**src/rtl/divs8_seq.sv**
```systemverilog
// -----------------------------------------------------------------------------
// divs8_seq -- sequential signed divider, 16-bit dividend / 8-bit divisor.
//
// Quotient is truncated toward zero and the remainder takes the sign of the
// dividend. The magnitudes go through an 8-step unsigned restoring divider,
// and the signs are applied afterwards. Every operation takes the same number
// of cycles: the divide-by-zero and overflow cases do not finish early.
//
// Ports:
//   clk    in   1   sole clock, rising edge
//   rst    in   1   asynchronous, active-high reset
//   start  in   1   request, sampled only in IDLE
//   a      in  16   signed dividend, captured with start
//   b      in   8   signed divisor, captured with start
//   q      out  8   signed quotient (registered)
//   r      out  8   signed remainder (registered)
//   busy   out  1   operation in flight
//   done   out  1   one-cycle pulse; q, r, ovf, dz valid
//   ovf    out  1   quotient not representable in 8-bit signed
//   dz     out  1   divisor was zero
// -----------------------------------------------------------------------------
module divs8_seq (
    input  logic        clk,
    input  logic        rst,
    input  logic        start,
    input  logic [15:0] a,
    input  logic [7:0]  b,
    output logic [7:0]  q,
    output logic [7:0]  r,
    output logic        busy,
    output logic        done,
    output logic        ovf,
    output logic        dz
);

    localparam logic [1:0] S_IDLE = 2'd0;
    localparam logic [1:0] S_CALC = 2'd1;
    localparam logic [1:0] S_FIX  = 2'd2;
    localparam logic [1:0] S_DONE = 2'd3;

    logic [1:0] state;
    logic [7:0] cnt;      // iteration counter, 7 down to 0
    logic [8:0] rem;      // partial remainder
    logic [7:0] dvd;      // low dividend bits shift out, quotient bits shift in
    logic [8:0] bmag;     // |b|, 9 bits so that -128 becomes +128
    logic       neg_q;    // sign(a) ^ sign(b)
    logic       neg_r;    // sign(a)
    logic       dz_r;
    logic       pre_ovf;
    logic [7:0] q_res;
    logic [7:0] r_res;
    logic       ovf_res;

    // Magnitudes of the inputs. 17 bits hold |-32768| = 32768 exactly.
    logic [16:0] a_ext;
    logic [16:0] amag;
    logic [8:0]  b_ext;
    logic [8:0]  bmag_in;
    logic        pre_ovf_in;

    always_comb begin
        a_ext      = {a[15], a};
        amag       = a[15] ? (~a_ext + 17'd1) : a_ext;
        b_ext      = {b[7], b};
        bmag_in    = b[7] ? (~b_ext + 9'd1) : b_ext;
        // If the upper dividend bits already reach |b|, the quotient needs
        // more than 8 bits and cannot be produced by 8 iterations.
        pre_ovf_in = (b != 8'd0) && (amag[16:8] >= bmag_in);
    end

    // One restoring step: bring down the next dividend bit, then subtract
    // the divisor whenever it fits.
    logic [9:0] shifted;
    logic [9:0] diff;
    logic       fits;
    logic [8:0] rem_next;

    always_comb begin
        shifted  = {rem, dvd[7]};
        diff     = shifted - {1'b0, bmag};
        fits     = shifted >= {1'b0, bmag};
        rem_next = fits ? diff[8:0] : shifted[8:0];
    end

    // Sign fix-up. A negative quotient may reach magnitude 128; a positive
    // one only 127. The remainder magnitude is below |b| <= 128 and so is at
    // most 127, which always fits in 8 bits.
    logic       ovf_fix;
    logic [7:0] q_fix;
    logic [7:0] r_fix;

    always_comb begin
        ovf_fix = 1'b0;
        q_fix   = 8'h00;
        r_fix   = 8'h00;
        if (!dz_r) begin
            ovf_fix = pre_ovf || (neg_q ? (dvd > 8'd128) : (dvd > 8'd127));
            if (ovf_fix) begin
                q_fix = 8'h80;
            end else begin
                q_fix = neg_q ? (~dvd + 8'd1) : dvd;
                r_fix = neg_r ? (~rem[7:0] + 8'd1) : rem[7:0];
            end
        end
    end

    // NOTE: every register below is written with <= so that all of them
    // update together on the clock edge; a blocking write would let later
    // statements in the block see the new value within the same cycle.
    always_ff @(posedge clk or posedge rst) begin
        if (rst) begin
            state   <= S_IDLE;
            cnt     <= 8'd0;
            rem     <= 9'd0;
            dvd     <= 8'd0;
            bmag    <= 9'd0;
            neg_q   <= 1'b0;
            neg_r   <= 1'b0;
            dz_r    <= 1'b0;
            pre_ovf <= 1'b0;
            q_res   <= 8'h00;
            r_res   <= 8'h00;
            ovf_res <= 1'b0;
            q       <= 8'h00;
            r       <= 8'h00;
            ovf     <= 1'b0;
            dz      <= 1'b0;
            done    <= 1'b0;
        end else begin
            done <= 1'b0;
            case (state)
                S_IDLE: begin
                    if (start) begin
                        rem     <= amag[16:8];
                        dvd     <= amag[7:0];
                        bmag    <= bmag_in;
                        neg_q   <= a[15] ^ b[7];
                        neg_r   <= a[15];
                        dz_r    <= (b == 8'd0);
                        pre_ovf <= pre_ovf_in;
                        cnt     <= 8'd7;
                        state   <= S_CALC;
                    end
                end
                S_CALC: begin
                    rem <= rem_next;
                    dvd <= {dvd[6:0], fits};
                    if (cnt == 8'd0) begin
                        state <= S_FIX;
                    end else begin
                        cnt <= cnt - 8'd1;
                    end
                end
                S_FIX: begin
                    q_res   <= q_fix;
                    r_res   <= r_fix;
                    ovf_res <= ovf_fix;
                    state   <= S_DONE;
                end
                S_DONE: begin
                    q     <= q_res;
                    r     <= r_res;
                    ovf   <= ovf_res;
                    dz    <= dz_r;
                    done  <= 1'b1;
                    state <= S_IDLE;
                end
                default: state <= S_IDLE;
            endcase
        end
    end

    assign busy = (state != S_IDLE);

endmodule
```
**config.mk**
```make
export PLATFORM = sky130hd
export DESIGN_NAME = divs8_seq
export DESIGN_NICKNAME = d
export VERILOG_FILES = /design/src/rtl/divs8_seq.sv
export SDC_FILE = /design/constraint.sdc
export NUM_CORES = 1
export LEC_CHECK = 0
export CORE_MARGIN = 3
export CORE_UTILIZATION = 55
export CTS_BUF_LIST = sky130_fd_sc_hd__clkbuf_8
export DETAILED_ROUTE_END_ITERATION = 7
export PLACE_DENSITY = 0.78
export REMOVE_ABC_BUFFERS = 1
export SYNTH_ARGS = -nofsm -noshare
export SYNTH_HDL_FRONTEND = slang
export SYNTH_SLANG_ARGS = --single-unit
```
**constraint.sdc**
```tcl
create_clock -name clk -period 5.3 [get_ports clk]
set_input_delay 1.06 -clock clk [delete_from_list [all_inputs] [get_ports clk]]
set_output_delay 1.06 -clock clk [all_outputs]
set_load 0.03 [all_outputs]
```
==> out/metrics.csv, run 1 <==
metric,value,unit
status,completed,
synth-edff-count,0,
grt_max_degree,48,
reg2reg_from,state[1],
core,7850,µm²
synth_top_cell_by_area,dfrtp_1,
finalWorstSetupSlack,1.77,ns
antenna_found_initial,0,
syn_area_per_cell,9.48,µm²
gr-total-overflow,0,
avgViaCountPerCell,5.72,
worstPathRequired,5.52,ns
fillers,646,
drv_cap,0,
rsz0062_at_grt,false,
io_buffers,46,
drc_errors,0,
rows,32,
seqPwrFrac,33.4,%
placed_cells,610,
tns,0,ns
tritoncts,yes,
cp_max_fo,4,
clkSinkCount,76,
totalWireLength,9730,µm
seq_area_frac_synth,42.0,%
min_to,bmag[2],
p_comb_share,51.5,%
setup_violations,0,
mostFrequentLayoutCells,"dfrtp_1 (76), nand2_1 (50), clkdlybuf4s50_1 (46)",
worstPathArrival,3.75,ns
synth_cells,477,
p_per_area,574,nW/µm²
pre_cts_ws,1.47,ns
start_util,57.6,%
synth_xor_area_share,7.94,%
numCtsBuffers,9,
fin_crit,3.53,ns
whs_path_depth,2,
critical_path_class,input port to register,
yosysUniqueCellTypes,49,
synth.area.top_cells,"dfrtp_1 (42%), ha_1 (8.0%), mux2_2 (5.5%), nand2_1 (4.1%), xnor2_1 (4.1%)",
ctsResizeCount,0,
holdCritStartpoint,bmag[2],
layout.nets,576,
insertion_delay,0.35,ns
clock_skew,0.00969,ns
synthAdderAreaFrac,8.46,%
die_area,9350,µm²
p_leak,2.34,nW
synth.ff_latch_count,76,
num_vias,3580,
drt_first_pass_iters,4,
tightest_slew,1.07,ns
hpwl,7300,µm
async_reset_ff_share,100,%
finalCritPeriodShare,66.6,%
drv_slew,0,
synth-simple-area-share,13.3,%
clk_path_buf_depth,2,
place_congestion,0.856,
r2r_cells,9,
rr_endpoint,cnt[6],
synth_top_family_by_area,compound AO/OA/AOI/OAI gates,
syn2layout_area_growth,16.5,%
clockRootBuffer,clkbuf_8,
layout_commonest_cell,dfrtp_1,
end_kind,register,
diodes,0,
synth_warnings,0,
die_h,96.7,µm
ant_nets,0,
internal_power,1.73,mW
rrSetupSlack,2.55,ns
switching_share,42.7,%
synth.top_cell.area_share,42.0,%
clkTransAtPathRegs,0.08,ns
htree_levels,3,
grt_usage,21.4,%
cp-start-kind,input port,
syn_area,4520,µm²
initialDrtViolationCount,287,
fmax,284,MHz
placed_cell_area,5070,µm²
synth-main-ff-cell,dfrtp_1,
drive_gt1_share,9.16,%
stdcell_area,5270,µm²
postCtsHoldBufs,0,
synth_compound_area_share,15.3,%
final_cells,626,
routedWlPerCell,15.5,µm
hold_viol,0,
vdd_ir_drop_max,0.000199,V
grt_pass1_wl,16500,µm
post_cts_buffers,0,
hold_path.class,register to register,
p_switching,1.29,mW
setup.worst_path.start,a[5],
power,3.02,mW
power_frac_clock,15.1,%
num_io_pins,47,
slew-limit-headroom,28.7,%
die_w,96.7,µm
grt_pass1_vias,3456,
synth_mux_area_share,7.69,%
==> kinds of logic (layout without fill, tap and decap cells) <==
logic type,count (synthesis),after routing
AOI/OAI and AO/OA,113,113
xor gates and xnor gates,41,41
adders and majority gates,30,30
buffers and inverters,61,108
DFF,76,76
muxes,32,32
other,2,2
and+or+nand+nor,122,122
==> Yosys cell counts, types with 2 or more instances <==
library cell  count
dfrtp_1          76
a32oi_1           2
nand2_1          50
nor2_1           24
inv_1            43
a21boi_0          2
nor3_1            6
conb_1            2
xnor2_1          21
o21ai_1           3
or4_4             3
mux2_2           22
nor4_1            5
a22oi_1           2
buf_1             2
or3_1             3
o41ai_1           2
a21oi_1          21
o22ai_1          23
o21a_1            2
o31ai_1           9
o211ai_1          2
ha_1             29
nand3_1          10
o21ai_0          32
xor2_1           20
nand3b_1          4
mux2i_1          10
nand2b_1          4
nor2b_1           6
clkbuf_1         16
nor4_2            2
a31oi_1           3
==> flip-flops by register name (all words and copies together) (netlist names), 2 cells and up <==
name	flops
dvd	8
cnt	8
r_res	8
r	8
rem	9
q_res	8
q	8
state	2
bmag	9
==> worst max path at each step <==
stage / endpoint / slack (ns)
detailed placement: pre_ovf / 1.47
finish: pre_ovf / 1.77
global route: pre_ovf / 1.61
floorplan: pre_ovf / 2.25
global placement: pre_ovf / 1.60
CTS: pre_ovf / 1.82
==> layout make-up <==
type / count / area (µm²) / share of cell area, %
clock buffer: 10 / 138 / 2.61
clock inverter: 6 / 63.8 / 1.21
inverter: 43 / 161 / 3.06
multi-input combinational: 340 / 2390 / 45.4
sequential: 76 / 1900 / 36.1
tap: 102 / 128 / 2.42
timing repair buffer: 49 / 483 / 9.17
==> metrics by stage <==
step | hold WS, ns | util (%)
after global placement | 0.464 | 64.6
after detailed placement | 0.471 | 64.6
after floorplan | 0.450 | -
after CTS | 0.487 | 67.1
final | 0.485 | 67.1
after global routing | 0.512 | 67.1
==> per-layer routing <==
metal / global-route usage [%] / up-vias / wire length (µm)
met4: 5.83 / 0 / 84
li1: - / 1747 / -
met5: 0 / - / 0
met3: 4.33 / 10 / 558
met2: 35.0 / 125 / 4620
met1: 29.0 / 1698 / 4470
==> power groups by stage <==
stage / logic [mW] / clock network, mW / registers (mW)
after floorplan: 1.06 / 0 / 1.06
after global placement: 1.50 / 0 / 1.00
after global routing: 1.73 / 0.492 / 1.04
after CTS: 1.56 / 0.459 / 1.01
after detailed placement: 1.55 / 0 / 1.02
final: 1.56 / 0.456 / 1.01
==> critical path, stage by stage <==
cell and delay (ns):
clkdlybuf4s50_1 0.46, nor4_2 0.47, nand2b_1 0.23, o21ai_1 0.20, xor2_1 0.21, ha_1 0.26
nand2b_1 0.15, a21o_1 0.18, a21oi_1 0.19, o22ai_1 0.11, o21ai_0 0.15, a21oi_1 0.09
Power figures use the tool's default switching activity.
==> run 2, diff against run 1 <==
--- a/config.mk
+++ b/config.mk
@@ -6,7 +6,7 @@
 export NUM_CORES = 1
 export LEC_CHECK = 0
 export CORE_MARGIN = 3
-export CORE_UTILIZATION = 55
+export CORE_UTILIZATION = 53
 export CTS_BUF_LIST = sky130_fd_sc_hd__clkbuf_8
 export DETAILED_ROUTE_END_ITERATION = 7
 export PLACE_DENSITY = 0.78
==> constraint.sdc (replaced) <==
create_clock -name clk -period 3.1 [get_ports clk]
set_input_delay 0.62 -clock clk [delete_from_list [all_inputs] [get_ports clk]]
set_output_delay 0.62 -clock clk [all_outputs]
set_load 0.03 [all_outputs]
==> out/metrics.csv, run 2 (synthesis results as in run 1) <==
metric,value,unit
clk_path_buf_depth,2,
avgViaCountPerCell,5.67,
setup_violations,0,
die_w,98.4,µm
die_area,9680,µm²
grt_max_degree,77,
stdcell_area,5470,µm²
clock_skew,0.00884,ns
whs_path_depth,2,
die_h,98.4,µm
cp_slowest_cell,clkdlybuf4s50_1,
critical_path_class,input port to register,
p_per_area,949,nW/µm²
status,completed,
path_delay_family,compound AO/OA/AOI/OAI gates,
drive_gt1_share,13.8,%
fmax,347,MHz
slew-limit-headroom,46.2,%
vdd_ir_drop_max,0.000300,V
tritoncts,yes,
reg_top3,"bmag x9, rem x9",
mostFrequentLayoutCells,"dfrtp_1 (76), nand2_1 (50), clkdlybuf4s50_1 (46)",
cp_max_fo,3,
worst-path-buf-inv,2,
gr-usage-met2,36.0,%
initialDrtViolationCount,337,
num_io_pins,47,
busiest_layer,met2,
placed_cells,639,
worstPathCellList,clkdlybuf4s50_1 -> nor4_2 -> buf_4 -> nand2b_1 -> o21ai_1 -> xor2_1 -> ha_1 -> nand2b_1 -> a21o_1 -> a21oi_1 -> o22ai_1 -> o21ai_0 -> a21oi_1,
syn2layout_area_growth,21.0,%
drc_errors,0,
htree_levels,3,
placed_cell_area,5280,µm²
postCtsHoldBufs,0,
worstPathRequired,3.33,ns
insertion_delay,0.36,ns
grt_pass1_wl,16800,µm
hpwl,7640,µm
grt_pass1_vias,3554,
grt_usage,21.3,%
finalCritPeriodShare,92.9,%
fillers,675,
pre_cts_ws,-0.122,ns
critical_path_depth,13,
io_buffers,46,
totalWireLength,10200,µm
start_util,54.8,%
crit_path_max_incr_delay,0.43,ns
drt_first_pass_iters,5,
hold_path.class,register to register,
clkSinkCount,76,
layout_commonest_cell,dfrtp_1,
grtUsageMet3,3.07,%
diodes,0,
finalWorstSetupSlack,0.219,ns
cp-start-kind,input port,
fin_crit,2.88,ns
numCtsBuffers,9,
r2r_cells,10,
post_cts_buffers,0,
rsz0062_at_grt,false,
gr-total-overflow,0,
grt_util_met1,28.1,%
final_cells,656,
clkTransAtPathRegs,0.08,ns
hold_viol,0,
end_kind,register,
worstPathArrival,3.11,ns
ant_nets,0,
clockRootBuffer,clkbuf_8,
tightest_slew,0.807,ns
drv_cap,0,
rows,33,
timing.hold.ws,0.486,ns
place_congestion,0.941,
drv_slew,0,
antenna_found_initial,0,
num_vias,3717,
core,8260,µm²
ctsResizeCount,0,
routedWlPerCell,15.5,µm
layout.nets,603,
p_leak,2.47,nW
-- run 2: power breakdown --
part / total, mW / leakage [nW] / switching (mW) / internal (mW)
Combinational: 2.75 / 1.42 / 1.52 / 1.23
Sequential: 1.72 / 0.952 / 0.337 / 1.38
Clock: 0.721 / 0.0957 / 0.385 / 0.336
Total: 5.19 / 2.47 / 2.24 / 2.95
-- run 2: layout make-up --
| cell class | instances | area [µm²] | area share, % |
|---|---|---|---|
| clock buffer | 11 | 151 | 2.77 |
| clock inverter | 5 | 35.0 | 0.640 |
| inverter | 43 | 161 | 2.95 |
| multi-input combinational | 340 | 2390 | 43.7 |
| sequential | 76 | 1900 | 34.8 |
| tap | 105 | 131 | 2.40 |
| timing repair buffer | 76 | 698 | 12.8 |
-- run 2: through the flow --
| step | TNS [ns] | util (%) | power, mW |
|---|---|---|---|
| floorplan | 0 | - | 3.62 |
| global placement | -0.00736 | 63.9 | 4.32 |
| detailed placement | -0.122 | 63.9 | 4.45 |
| CTS | 0 | 66.2 | 5.19 |
| global route | 0 | 66.3 | 5.58 |
| finish | 0 | 66.3 | 5.19 |
-- run 2: final timing paths --
check / slack [ns] / from / end
min in group asynchronous: 0.69 / rst / r[1]
min: 0.49 / bmag[5] / bmag[5]
min reg2reg: 0.49 / bmag[5] / bmag[5]
max reg2reg: 0.68 / dvd[7] / rem[5]
max in group asynchronous: 2.11 / rst / rem[2]
max: 0.22 / a[5] / pre_ovf
-- run 2: per-layer routing --
layer  vias up  routed length (µm)
met1      1776                4420
met2       116                5020
li1       1805                   -
met4         0                 170
met5         -                   0
met3        20                 553
-- run 2: worst min-delay path, stage by stage (launching register included) --
cell	delay, ns
dfrtp_1	0.34
nand2_1	0.05
o21ai_0	0.06
==> run 3, diff against run 2 <==
--- a/config.mk
+++ b/config.mk
@@ -5,12 +5,14 @@
 export SDC_FILE = /design/constraint.sdc
 export NUM_CORES = 1
 export LEC_CHECK = 0
+export ABC_AREA = 1
 export CORE_MARGIN = 3
-export CORE_UTILIZATION = 53
+export CORE_UTILIZATION = 55
 export CTS_BUF_LIST = sky130_fd_sc_hd__clkbuf_8
 export DETAILED_ROUTE_END_ITERATION = 7
-export PLACE_DENSITY = 0.78
+export PLACE_DENSITY = 0.77
 export REMOVE_ABC_BUFFERS = 1
+export SKIP_LAST_GASP = 1
 export SYNTH_ARGS = -nofsm -noshare
 export SYNTH_HDL_FRONTEND = slang
 export SYNTH_SLANG_ARGS = --single-unit
==> constraint.sdc (replaced) <==
create_clock -name clk -period 3.3 [get_ports clk]
set_input_delay 0.66 -clock clk [delete_from_list [all_inputs] [get_ports clk]]
set_output_delay 0.66 -clock clk [all_outputs]
set_load 0.03 [all_outputs]
==> out/metrics.csv, run 3 <==
metric,value,unit
status,completed,
num_vias,4484,
seqPwrFrac,28.2,%
worstPathRequired,3.57,ns
switching_share,48.3,%
power,5.61,mW
initialDrtViolationCount,244,
drv_slew,0,
clkSinkCount,76,
critical_path_class,input port to register,
worstPathArrival,2.87,ns
syn_area_per_cell,7.51,µm²
synth_top_cell_by_area,dfrtp_1,
p_comb_share,59.0,%
syn_area,5020,µm²
crit_path_max_incr_delay,0.44,ns
hpwl,8740,µm
synth.top_cell.area_share,37.9,%
synth_cells,669,
synth_mux_area_share,0.448,%
synth_compound_area_share,13.7,%
antenna_found_initial,0,
p_switching,2.71,mW
synth.ff_latch_count,76,
numCtsBuffers,9,
insertion_delay,0.35,ns
cp-start-kind,input port,
setup_violations,0,
grt_pass1_vias,4203,
tns,0,ns
internal_power,2.90,mW
fmax,385,MHz
synth_warnings,0,
gr-total-overflow,0,
num_io_pins,47,
fillers,750,
async_reset_ff_share,100,%
slew-limit-headroom,58.4,%
p_per_area,970,nW/µm²
synth-simple-area-share,25.8,%
grt_pass1_wl,19200,µm
die_h,102,µm
end_kind,register,
rsz0062_at_grt,false,
clock_skew,0.0117,ns
p_leak,2.90,nW
power_frac_clock,12.8,%
io_buffers,46,
rows,34,
worst-path-buf-inv,2,
hold_path.class,register to register,
synth-edff-count,0,
tritoncts,yes,
ctsResizeCount,0,
die_w,102,µm
crit_path_frequent_cell,nand2_1,
postCtsHoldBufs,0,
place_congestion,0.966,
timing.hold.ws,0.490,ns
seq_area_frac_synth,37.9,%
synthAdderAreaFrac,7.62,%
worstPathCellList,clkdlybuf4s50_1 -> inv_1 -> ha_1 -> nand2_1 -> nor2_1 -> nand3_1 -> nand3b_1 -> nand2_1 -> ha_1 -> nand2_1 -> nor2_1 -> nand3b_1 -> nand3_1 -> a21oi_1 -> o21ai_0,
synth-main-ff-cell,dfrtp_1,
synth_top_family_by_area,simple AND/OR/NAND/NOR gates,
tightest_slew,0.624,ns
avgViaCountPerCell,5.42,
die_area,10300,µm²
synth_xor_area_share,4.18,%
routedWlPerCell,13.6,µm
grt_usage,23.2,%
clockRootBuffer,clkbuf_8,
diodes,0,
reg_top3,"bmag x9, rem x9",
drc_errors,0,
start_util,57.0,%
hold_viol,0,
ant_nets,0,
post_cts_buffers,0,
syn2layout_area_growth,15.1,%
cp_slowest_cell,clkdlybuf4s50_1,
drive_gt1_share,8.33,%
fin_crit,2.60,ns
yosysUniqueCellTypes,41,
totalWireLength,11300,µm
drt_first_pass_iters,5,
layout_commonest_cell,nand2_1,
finalCritPeriodShare,78.8,%
core,8810,µm²
vdd_ir_drop_max,0.000502,V
mostFrequentLayoutCells,"nand2_1 (145), inv_1 (105), dfrtp_1 (76)",
synth.area.top_cells,"dfrtp_1 (38%), nand2_1 (11%), inv_1 (7.8%), ha_1 (7.2%), nand3_1 (5.0%)",
clkTransAtPathRegs,0.08,ns
path_delay_family,simple AND/OR/NAND/NOR gates,
drv_cap,0,
cp_max_fo,3,
synth_common_cells,"nand2_1 (145), inv_1 (105), dfrtp_1 (76), nor2_1 (58), nand3_1 (50)",
clk_path_buf_depth,2,
layout.nets,772,
grt_max_degree,52,
htree_levels,3,
synth.most_common_cell,nand2_1,
-- run 3: power groups by stage --
| stage | sequential (mW) | clock, mW | combinational, mW |
|---|---|---|---|
| finish | 1.58 | 0.718 | 3.31 |
| global route | 1.63 | 0.774 | 3.73 |
| CTS | 1.58 | 0.733 | 3.31 |
| detailed placement | 1.60 | 0 | 3.27 |
| global placement | 1.58 | 0 | 3.16 |
| floorplan | 1.76 | 0 | 2.18 |
-- run 3: cells by family (layout without fill, tap and decap cells) --
| logic type | after synthesis | count (layout) |
|---|---|---|
| muxes | 2 | 2 |
| and+or+nand+nor | 292 | 292 |
| xor gates and xnor gates | 24 | 24 |
| other | 2 | 2 |
| buffers and inverters | 130 | 181 |
| adders and majority gates | 30 | 30 |
| AOI/OAI and AO/OA | 113 | 113 |
| DFF | 76 | 76 |
-- run 3: routing by layer --
metal	vias to the layer above	global-route usage, %	part of all wire (%)
met5	-	0	0
met3	29	3.79	4.1
met1	2081	30.3	45
met2	127	39.2	48
li1	2247	-	-
met4	0	7.87	2.8
-- run 3: final cells by class --
cell class                 count  area, µm²  area share (%)
sequential                    76       1900            32.9
clock inverter                 7       75.1            1.30
inverter                     110        413            7.14
multi-input combinational    463       2610            45.1
tap                          108        135            2.34
clock buffer                   9        124            2.14
timing repair buffer          55        528            9.13
-- run 3: path summary, 6_finish.rpt --
kind | start | slack, ns | cells past startpoint | end
max | a[0] | 0.70 | 15 | pre_ovf
min | bmag[7] | 0.49 | 2 | bmag[7]
max reg2reg | dvd[7] | 1.18 | 12 | rem[4]
min reg2reg | bmag[7] | 0.49 | 2 | bmag[7]
max in group asynchronous | rst | 2.07 | 3 | dz
min in group asynchronous | rst | 0.69 | 3 | cnt[3]
-- run 3: tightest hold or removal path: cells and delay by family, from the launching register on --
kind            cells  cell delay (ns)
compound gates      1             0.06
flops               1             0.35
simple gates        1             0.05
-- run 3: per-stage QoR --
step / area, µm² / setup WS [ns] / instances / utilization (%)
final: 5780 / 0.701 / 828 / 65.7
after global routing: 5780 / 0.419 / 828 / 65.7
after CTS: 5780 / 0.693 / 828 / 65.7
after detailed placement: 5590 / 0.325 / 812 / 63.4
after global placement: 5590 / 0.411 / 812 / 63.4
after floorplan: 4920 / 0.702 / 649 / -
